[src/rtl/bdy_axis_out_packer_pkg.sv]
// Shared definitions for the MDL_BDY output packer.
//   PRM_DAXI : AXIS data width, two RAM coefficients per beat
//   PRM_DRAM : coefficient width of one RAM bank
//   PRM_ADDR : RAM address width, a transfer can be up to 2^PRM_ADDR beats
//   KEEP_ALL : TKEEP value, every byte of every beat is valid
//   state_e  : packer FSM states
package pkg_bdy;

  localparam int unsigned PRM_DRAM = 32;
  localparam int unsigned PRM_DAXI = 2 * PRM_DRAM;
  localparam int unsigned PRM_ADDR = 12;

  localparam logic [PRM_DAXI/8-1:0] KEEP_ALL = '1;

  typedef enum logic [1:0] {
    ST_IDLE  = 2'd0,
    ST_RUN   = 2'd1,
    ST_DRAIN = 2'd2,
    ST_DONE  = 2'd3
  } state_e;

endpackage

[src/rtl/bdy_axis_out_packer_fifo2.sv]
// Two-entry register FIFO carrying a data word plus a last flag.
//   clk_i, rst_ni          : clock, synchronous active-low reset
//   push_i, push_data_i,
//   push_last_i            : write one entry
//   pop_i                  : remove the head entry (ignored when empty)
//   data_o, last_o         : head entry
//   valid_o                : FIFO not empty
//   occ_o                  : number of stored entries (0..2)
// Push and pop in the same cycle leave the occupancy unchanged.
module bdy_out_fifo2 #(
  parameter int unsigned DW = 64
) (
  input  logic          clk_i,
  input  logic          rst_ni,
  input  logic          push_i,
  input  logic [DW-1:0] push_data_i,
  input  logic          push_last_i,
  input  logic          pop_i,
  output logic [DW-1:0] data_o,
  output logic          last_o,
  output logic          valid_o,
  output logic [1:0]    occ_o
);

  logic [DW-1:0] data0_q, data0_d, data1_q, data1_d;
  logic          last0_q, last0_d, last1_q, last1_d;
  logic [1:0]    occ_q, occ_d;
  logic          do_pop;

  assign do_pop = pop_i && (occ_q != 2'd0);

  // Slot 0 is always the head; a pop shifts slot 1 forward.
  always_comb begin
    data0_d = data0_q;
    data1_d = data1_q;
    last0_d = last0_q;
    last1_d = last1_q;
    occ_d   = occ_q;
    unique case ({push_i, do_pop})
      2'b01: begin
        data0_d = data1_q;
        last0_d = last1_q;
        occ_d   = occ_q - 2'd1;
      end
      2'b10: begin
        if (occ_q == 2'd0) begin
          data0_d = push_data_i;
          last0_d = push_last_i;
        end else begin
          data1_d = push_data_i;
          last1_d = push_last_i;
        end
        occ_d = occ_q + 2'd1;
      end
      2'b11: begin
        if (occ_q == 2'd1) begin
          data0_d = push_data_i;
          last0_d = push_last_i;
        end else begin
          data0_d = data1_q;
          last0_d = last1_q;
          data1_d = push_data_i;
          last1_d = push_last_i;
        end
      end
      default: ;
    endcase
  end

  always_ff @(posedge clk_i) begin
    if (!rst_ni) begin
      data0_q <= '0;
      data1_q <= '0;
      last0_q <= 1'b0;
      last1_q <= 1'b0;
      occ_q   <= '0;
    end else begin
      data0_q <= data0_d;
      data1_q <= data1_d;
      last0_q <= last0_d;
      last1_q <= last1_d;
      occ_q   <= occ_d;
      if (push_i && !do_pop)
        assert (occ_q != 2'd2) else $error("bdy_out_fifo2: push into full FIFO");
    end
  end

  assign data_o  = data0_q;
  assign last_o  = last0_q;
  assign valid_o = (occ_q != 2'd0);
  assign occ_o   = occ_q;

endmodule

[src/rtl/bdy_axis_out_packer.sv]
// Output packer: reads coefficient pairs from the dual-bank RAM and streams
// them as 64-bit AXI4-Stream beats {ODD, EVEN}.
//   iSYS_CLK, iSYS_RST     : clock, synchronous active-low reset
//   iSTART, iLEN           : start pulse and beat count (0 gives an empty transfer)
//   oBUSY, oDONE           : transfer in progress / one-cycle completion pulse
//   oRAM_EN, oRAM_ADDR     : RAM read port, data returns one cycle later
//   iRAM_DATA_EVEN/ODD     : coefficient 2k / 2k+1
//   oM_AXIS_*              : AXIS master, TLAST on the final beat
module bdy_axis_out_packer
  import pkg_bdy::*;
(
  input  logic                  iSYS_CLK,
  input  logic                  iSYS_RST,
  input  logic                  iSTART,
  input  logic [PRM_ADDR:0]     iLEN,
  output logic                  oBUSY,
  output logic                  oDONE,
  output logic                  oRAM_EN,
  output logic [PRM_ADDR-1:0]   oRAM_ADDR,
  input  logic [PRM_DRAM-1:0]   iRAM_DATA_EVEN,
  input  logic [PRM_DRAM-1:0]   iRAM_DATA_ODD,
  output logic                  oM_AXIS_TVALID,
  input  logic                  iM_AXIS_TREADY,
  output logic [PRM_DAXI-1:0]   oM_AXIS_TDATA,
  output logic [PRM_DAXI/8-1:0] oM_AXIS_TKEEP,
  output logic                  oM_AXIS_TLAST
);

  localparam logic [PRM_ADDR:0]   LEN_ONE  = 1;
  localparam logic [PRM_ADDR-1:0] ADDR_ONE = 1;

  state_e              state_q, state_d;
  logic [PRM_ADDR:0]   len_q, len_d;
  logic [PRM_ADDR-1:0] rd_addr_q, rd_addr_d;
  logic                inflight_q, inflight_d;
  logic                last_pend_q, last_pend_d;

  logic                issue;
  logic                pop;
  logic                is_last_addr;
  logic [2:0]          pending;
  logic [1:0]          occ;
  logic                fifo_valid;
  logic                fifo_last;
  logic [PRM_DAXI-1:0] fifo_data;

  assign pop          = fifo_valid & iM_AXIS_TREADY;
  // Entries that will occupy the FIFO next cycle if nothing new is issued;
  // keeping this below 2 is what makes overflow impossible.
  assign pending      = {1'b0, occ} + {2'b00, inflight_q} - {2'b00, pop};
  assign is_last_addr = ({1'b0, rd_addr_q} == (len_q - LEN_ONE));

  always_comb begin
    state_d     = state_q;
    len_d       = len_q;
    rd_addr_d   = rd_addr_q;
    inflight_d  = 1'b0;
    last_pend_d = last_pend_q;
    issue       = 1'b0;
    unique case (state_q)
      ST_IDLE: begin
        if (iSTART) begin
          if (iLEN == '0) begin
            state_d = ST_DONE;
          end else begin
            len_d     = iLEN;
            rd_addr_d = '0;
            state_d   = ST_RUN;
          end
        end
      end
      ST_RUN: begin
        if (pending < 3'd2) begin
          issue       = 1'b1;
          inflight_d  = 1'b1;
          last_pend_d = is_last_addr;
          rd_addr_d   = rd_addr_q + ADDR_ONE;
          if (is_last_addr)
            state_d = ST_DRAIN;
        end
      end
      ST_DRAIN: begin
        // Nothing issues here, so empty with nothing in flight means the
        // last beat has already been handed over.
        if ((occ == 2'd0) && !inflight_q)
          state_d = ST_DONE;
      end
      ST_DONE: state_d = ST_IDLE;
      default: state_d = ST_IDLE;
    endcase
  end

  always_ff @(posedge iSYS_CLK) begin
    if (!iSYS_RST) begin
      state_q     <= ST_IDLE;
      len_q       <= '0;
      rd_addr_q   <= '0;
      inflight_q  <= 1'b0;
      last_pend_q <= 1'b0;
    end else begin
      state_q     <= state_d;
      len_q       <= len_d;
      rd_addr_q   <= rd_addr_d;
      inflight_q  <= inflight_d;
      last_pend_q <= last_pend_d;
    end
  end

  bdy_out_fifo2 #(
    .DW (PRM_DAXI)
  ) u_fifo (
    .clk_i       (iSYS_CLK),
    .rst_ni      (iSYS_RST),
    .push_i      (inflight_q),
    .push_data_i ({iRAM_DATA_ODD, iRAM_DATA_EVEN}),
    .push_last_i (last_pend_q),
    .pop_i       (pop),
    .data_o      (fifo_data),
    .last_o      (fifo_last),
    .valid_o     (fifo_valid),
    .occ_o       (occ)
  );

  assign oBUSY          = (state_q != ST_IDLE);
  assign oDONE          = (state_q == ST_DONE);
  assign oRAM_EN        = issue;
  assign oRAM_ADDR      = rd_addr_q;
  assign oM_AXIS_TVALID = fifo_valid;
  assign oM_AXIS_TDATA  = fifo_data;
  assign oM_AXIS_TLAST  = fifo_last;
  assign oM_AXIS_TKEEP  = KEEP_ALL;

endmodule

[config.mk]
export PLATFORM = sky130hd
export DESIGN_NAME = bdy_axis_out_packer
export DESIGN_NICKNAME = d
export VERILOG_FILES = /design/src/rtl/bdy_axis_out_packer_pkg.sv /design/src/rtl/bdy_axis_out_packer_fifo2.sv /design/src/rtl/bdy_axis_out_packer.sv
export SDC_FILE = /design/constraint.sdc
export NUM_CORES = 1
export LEC_CHECK = 0
export BUFFER_PORTS_ARGS = -buffer_cell sky130_fd_sc_hd__buf_4
export CAP_MARGIN = 20
export CORE_MARGIN = 1
export CORE_UTILIZATION = 35
export CTS_BUF_LIST = sky130_fd_sc_hd__clkbuf_2 sky130_fd_sc_hd__clkbuf_4 sky130_fd_sc_hd__clkbuf_8
export DETAILED_ROUTE_END_ITERATION = 7
export MAX_ROUTING_LAYER = met4
export PLACE_DENSITY = 0.66
export SLEW_MARGIN = 20
export SYNTH_ARGS = -nofsm -noshare
export SYNTH_HDL_FRONTEND = slang
export SYNTH_HIERARCHICAL = 1
export SYNTH_SLANG_ARGS = --single-unit
[constraint.sdc]
create_clock -name iSYS_CLK -period 8.2 [get_ports iSYS_CLK]
set_clock_uncertainty 0.2 [all_clocks]
set_input_delay 0.82 -clock iSYS_CLK [delete_from_list [all_inputs] [get_ports iSYS_CLK]]
set_output_delay 0.82 -clock iSYS_CLK [all_outputs]
set_load 0.1 [all_outputs]
==> impl_metrics.ini, run 1 <==
[clock_network]
clock_path_buffers = 2
cts-hold-fix-buffers = 0
cts_root_buffer = clkbuf_8
cts_resized = 0
clk_latency_ns = 0.45
cts_tree = yes
numCtsBuffers = 17
cts.sinks = 161
htreeDepth = 4
cts.clk_slew.worst_paths_ns = 0.09
post_cts_buffers = 0

[cells_and_area]
syn2layout_area_growth_pct = 25.0
n_antenna_cell = 0
fill_cells = 2003
fin_nets = 1055
seqCellArea_mm2 = 0.00322
multi_input_area_mm2 = 0.00352
drive_gt1_share_pct = 22.4

[synthesis]
yosysTopAreaCell = dfxtp_1
synth.top_cell.area_share_pct = 45.6
muxShareOfSynthArea_pct = 1.98
synth.avg_cell_area_um2 = 8.52
ys_seq_area_share_pct = 45.6
synth_area_leaders = dfxtp_1 (46%), a221oi_1 (8.1%), nand2_1 (7.9%), o21ai_0 (5.5%), a21boi_1 (5.3%)
synth_cell_type_count = 51
synth_compound_area_share_pct = 23.3
synthFlopType = dfxtp_1
netlist_instances = 830
ys_ff_latch = 161
synth_edf_count = 0
yosys.area_share.adder_pct = 2.76
synthArstFlopShare_pct = 0
synth-simple-area-share_pct = 18.1
syn_area_mm2 = 0.00707
yosys.area_share.xor_xnor_pct = 2.60
yosys_warnings = 6
synth_top_family_by_area = compound AO/OA/AOI/OAI gates

[placed_design]
place_hpwl_um = 11500
finalWeightedCongestion = 0.774
port-buffer-count = 161

[global_routing]
antenna_found_initial = 0
grt_max_degree = 92
grt_pass1_vias = 5687
grt_pass1_wl_um = 29000
grt_use_total_pct = 18.4
grt_overflow = 0

[worst_hold_path]
min_path_type = flop to flop
min-delay-start = u_fifo/data1_q[47]

[route]
drc = 0
first_pass_iters = 4
vias_per_cell = 5.02
routed_wl_um = 18100
drtIter0Drc = 292
drt.antenna.violating_nets = 0
vias = 6207
wl_per_cell_um = 14.7

[sta]
fin_crit_sh_pct = 49.5
fmax_mhz = 246
setup_viol = 0
final.setup.tns_ns = 0
relSlewSlack_pct = 33.4
worst_slew_pin_slew_ns = 0.997
period_minus_slack_ns = 4.06
rsz0062_at_grt = no
hold_viol = 0
drv_slew = 0

[floorplanning]
die_area_mm2 = 0.0208
start_util_pct = 36.0
ioPinCount = 170
rows = 51
core_area_mm2 = 0.0197
die_width_um = 144
die_h_um = 144

[critical_path]
critPathLaunch = u_fifo/occ_o[1]
criticalPathCategory = flop to primary output
slowest_delay_ns = 0.39
worstPathRequired_ns = 7.18
crit_chain = inv_1, ha_1, inv_1, and2_1, ha_1, nand2b_1, fa_1, xnor2_1, nand3_1, inv_1, buf_4
r2r-start = u_fifo/occ_o[1]
worstPathMaxFanout = 5
crit_top_cell = inv_1
slowest_stage = fa_1
cp.arrival_ns = 3.04
cp-end-kind = primary output
start_kind = flop

[run]
maxCapViolations = 0

[run_status]
status = finished clean
==> area by class of cell <==
cell class	count	area share, %
flip-flops and latches	161	36.5
inverters	17	0.722
clock buffers	18	2.80
repair buffers	170	14.4
multi-input cells	592	39.8
clock inverters	14	1.95
well taps	265	3.75
==> synthesized netlist by cell type, types with 6 or more instances <==
cell,instances
dfxtp_1,161
nand2_1,149
nor2_1,95
o21ai_0,77
a221oi_1,65
a21boi_1,50
clkbuf_1,34
buf_2,19
inv_1,17
xnor2_1,16
a21boi_0,15
buf_4,14
ha_1,14
mux2i_1,14
a21oi_1,8
nor2b_1,8
nand3_1,7
nor3_1,6
==> sequential cells by signal, summed over array words and instances (netlist names) <==
register,cells
len_q,13
state_q,2
u_fifo/data_o,64
u_fifo/data1_q,64
oRAM_ADDR,12
u_fifo/last_o,1
u_fifo/last1_q,1
u_fifo/occ_o,2
last_pend_q,1
inflight_q,1
==> final timing paths <==
kind | slack, ns | cells past startpoint | endpoint
max | 4.14 | 11 | oRAM_EN
min reg2reg | 0.26 | 2 | u_fifo/data1_q[47]
max reg2reg | 4.55 | 12 | u_fifo/data1_q[4]
min | 0.26 | 2 | u_fifo/data1_q[47]
==> per-stage QoR <==
stage	hold slack, ns	instances	setup slack [ns]	util [%]	instance area [µm²]
2_1_floorplan	0.235	837	3.94	-	7090
3_3_place_gp	0.240	1205	4.55	42.8	8420
3_5_place_dp	0.245	1205	4.49	42.8	8420
4_1_cts	0.257	1237	4.08	45.0	8840
5_1_grt	0.274	1237	3.92	45.0	8840
6_report	0.256	1237	4.14	45.0	8840
==> cells in the final DEF, fill, tap and decap left out, types with 2 or more instances in the layout <==
master,instances
buf_4,170
dfxtp_1,161
nand2_1,148
nor2_1,95
o21ai_0,77
a221oi_1,65
a21boi_1,50
clkbuf_8,18
inv_1,17
xnor2_1,16
a21boi_0,15
mux2i_1,14
ha_1,14
nor2b_1,8
conb_1,8
nand3_1,7
nor3_1,6
nor4_1,5
or2_2,5
xor2_1,5
a21oi_1,5
inv_8,4
nand4_1,3
and3_1,3
or3_1,3
inv_6,3
nand2b_1,2
and2_1,2
and3b_1,2
or4_1,2
a211oi_1,2
nor3b_1,2
o31ai_1,2
o211ai_1,2
o211a_1,2
clkinv_2,2
bufinv_16,2
clkinvlp_4,2
a21oi_4,2
==> kinds of logic after synthesis <==
family,count (synthesis)
simple gates,299
other cells,1
fa+ha+maj,15
buf+inv,84
mux,14
flops,161
compound gates,235
xor+xnor,21
==> critical path, delay by kind of cell (launching register included) <==
kind	cells	cell delay, ns
buf+inv	4	0.60
fa+ha+maj	3	0.95
simple gates	3	0.48
flops	1	0.37
xor+xnor	1	0.19
==> per-layer routing <==
layer | wire (µm) | vias to the layer above | part of all wire, % | track usage (%)
met3 | 808 | 20 | 4.5 | 4.24
met2 | 8200 | 152 | 45 | 27.9
met4 | 250 | 0 | 1.4 | 5.26
li1 | - | 3142 | - | -
met1 | 8890 | 2893 | 49 | 24.2
met5 | 0 | - | 0 | -
Power of run 1 is left out: the tool's default activity adds up to more than one toggle a clock period on the data nets, which glitch-free logic cannot reach.
==> run 2: changes to the inputs <==
ABC_AREA = 1   (was default)
PLACE_DENSITY = 0.65   (was 0.66)
clock period = 4 ns   (was 8.2 ns; I/O delays follow)
==> impl_metrics.ini, run 2 <==
[sta]
final.setup.tns_ns = 0
hold_viol = 0
fin_crit_sh_pct = 91.5
setup_slack_ns = 0.339
worst_slew_pin_slew_ns = 0.859
period_minus_slack_ns = 3.66
rsz0062_at_grt = no
fmax_mhz = 273
hold_ws_ns = 0.0409
relSlewSlack_pct = 42.6
setup_viol = 0
drv_slew = 0

[pwr]
p_per_area_mw_per_mm2 = 820
ir_worst_vdd_v = 0.000468
total_power_mw = 8.09
p_leak_nw = 3.94

[synthesis]
synth_cell_type_count = 31
yosys.area_share.xor_xnor_pct = 2.11
synth.most_common_cell = nand2_1
synth.top_cells.by_count = nand2_1 (279), nor2_1 (229), dfxtp_1 (161), a21oi_1 (96), o21ai_0 (87)
synth.top_cell.area_share_pct = 39.7
netlist_instances = 1209
synthFlopType = dfxtp_1
yosysTopAreaCell = dfxtp_1
yosys.area_share.adder_pct = 2.41
synth.avg_cell_area_um2 = 6.71
muxShareOfSynthArea_pct = 0
yosys_warnings = 6
synth_edf_count = 0
synth_compound_area_share_pct = 11.5
synthArstFlopShare_pct = 0
synth-simple-area-share_pct = 36.5
syn_area_mm2 = 0.00812
synth_top_family_by_area = simple AND/OR/NAND/NOR gates
synth_area_leaders = dfxtp_1 (40%), nand2_1 (13%), nor2_1 (11%), a21oi_1 (5.9%), o21ai_0 (5.4%)
ys_seq_area_share_pct = 39.7
ys_ff_latch = 161

[route]
dr_wl_met3_um = 1080
top_layer = met4
first_pass_iters = 4
wl_met1_um = 10900
drtIter0Drc = 504
wl_met2_um = 11100
wl_per_cell_um = 14.4
routed_wl_um = 23300
vias_per_cell = 5.00
drt.antenna.violating_nets = 0
drc = 0
vias = 8072

[critical_path]
cp_num_buf_inv = 5
start_kind = flop
criticalPathCategory = flop to primary output
r2r_setup_slack_ns = 0.47
worstPathRequired_ns = 3.40
cp.arrival_ns = 3.06
ff2ff_path_depth = 18
crit_chain = inv_1, ha_1, inv_2, nand2_1, inv_1, ha_1, or2_2, fa_1, nand2_1, nor2_1, inv_2, nor2_2, buf_4
timing.rr.end = oRAM_ADDR[2]
r2r-start = u_fifo/occ_o[0]
path_delay_family = adder cells
worstPathMaxFanout = 6
slowest_stage = fa_1
cp-end-kind = primary output
slowest_delay_ns = 0.49

[cells_and_area]
final_common_cell = nand2_1
final_core_util_pct = 43.5
syn2layout_area_growth_pct = 21.6
fin_nets = 1411
final_cell_mix = nand2_1 (276), nor2_1 (228), buf_4 (171)
n_antenna_cell = 0
drive_gt1_share_pct = 18.3

[clock_network]
clk_latency_ns = 0.45
cts.clk_slew.worst_paths_ns = 0.10
cts-hold-fix-buffers = 0
numCtsBuffers = 17
clock_path_buffers = 2
cts_tree = yes
cts_root_buffer = clkbuf_8
cts_resized = 0
cts.sinks = 161
htreeDepth = 4
post_cts_buffers = 0

[floorplanning]
rows = 55
ioPinCount = 170
die_width_um = 154
start_util_pct = 35.7
die_h_um = 154
die_area_mm2 = 0.0238
core_area_mm2 = 0.0227

[worst_hold_path]
whs_endpoint = u_fifo/data1_q[33]
min_path_type = input port to flop
min_delay_path_depth = 3
min-delay-start = iRAM_DATA_ODD[1]

[run]
maxCapViolations = 0

[placed_design]
place_hpwl_um = 14700
port-buffer-count = 161
finalWeightedCongestion = 0.834
pre_cts_slack_ns = 0.463

[global_routing]
grt_overflow = 0
antenna_found_initial = 0
grt_pass1_vias = 7473
grt_max_degree = 96
grt_use_total_pct = 20.2
grt_pass1_wl_um = 38000

[run_status]
status = finished clean
-- run 2: cell count changes in the layout (fill, tap and decap cells not counted), sizes merged, moves of 64 or more --
cell,delta
a221oi,-65
nand4,+64
nand3,+78
nor2,+143
a21boi,-65
a21oi,+88
nand2,+137
-- run 2: kinds of logic after synthesis --
| family | Yosys count |
|---|---|
| simple gates | 688 |
| compound gates | 186 |
| flops | 161 |
| buf+inv | 140 |
| xor+xnor | 18 |
| fa+ha+maj | 15 |
| other cells | 1 |
-- run 2: power breakdown --
part           switching [mW]  internal, mW  total [mW]
Sequential              0.239          2.00        2.24
Combinational            3.46          1.05        4.51
Clock                   0.682         0.657        1.34
Total                    4.38          3.71        8.09
-- run 2: area by class of cell --
| type | instances | area (µm²) |
|---|---|---|
| clock buffers | 18 | 248 |
| clock inverters | 14 | 195 |
| fillers | 2336 | 12800 |
| inverters | 46 | 173 |
| multi-input cells | 915 | 4330 |
| flip-flops and latches | 161 | 3220 |
| well taps | 285 | 357 |
| repair buffers | 174 | 1340 |
-- run 2: worst max path at each step --
stage	from	depth (start not counted)	to
2_1_floorplan	u_fifo/occ_o[1]	12	oRAM_EN
3_3_place_gp	u_fifo/occ_o[1]	18	oRAM_ADDR[2]
3_5_place_dp	u_fifo/occ_o[1]	18	oRAM_ADDR[2]
4_1_cts	u_fifo/occ_o[1]	13	oRAM_EN
5_1_grt	u_fifo/occ_o[1]	13	oRAM_EN
6_report	u_fifo/occ_o[0]	13	oRAM_EN
-- run 2: stage by stage --
step | area [µm²] | instances
after floorplan | 8140 | 1216
after global placement | 9430 | 1581
after detailed placement | 9430 | 1581
after CTS | 9870 | 1613
after global routing | 9870 | 1613
final | 9870 | 1613
-- run 2: worst min-delay path: cells and delay by family --
family | cells | cell delay [ns]
AO/OA/AOI/OAI | 1 | 0.06
buffers and inverters | 1 | 0.11
AND/OR/NAND/NOR | 1 | 0.08
-- run 2: metal layers --
layer	GRT usage, %	up-vias
met3	3.84	15
li1	-	4153
met2	33.0	187
met1	26.0	3717
met5	-	-
met4	4.24	0
No activity file was read; power rests on OpenSTA's default activity.
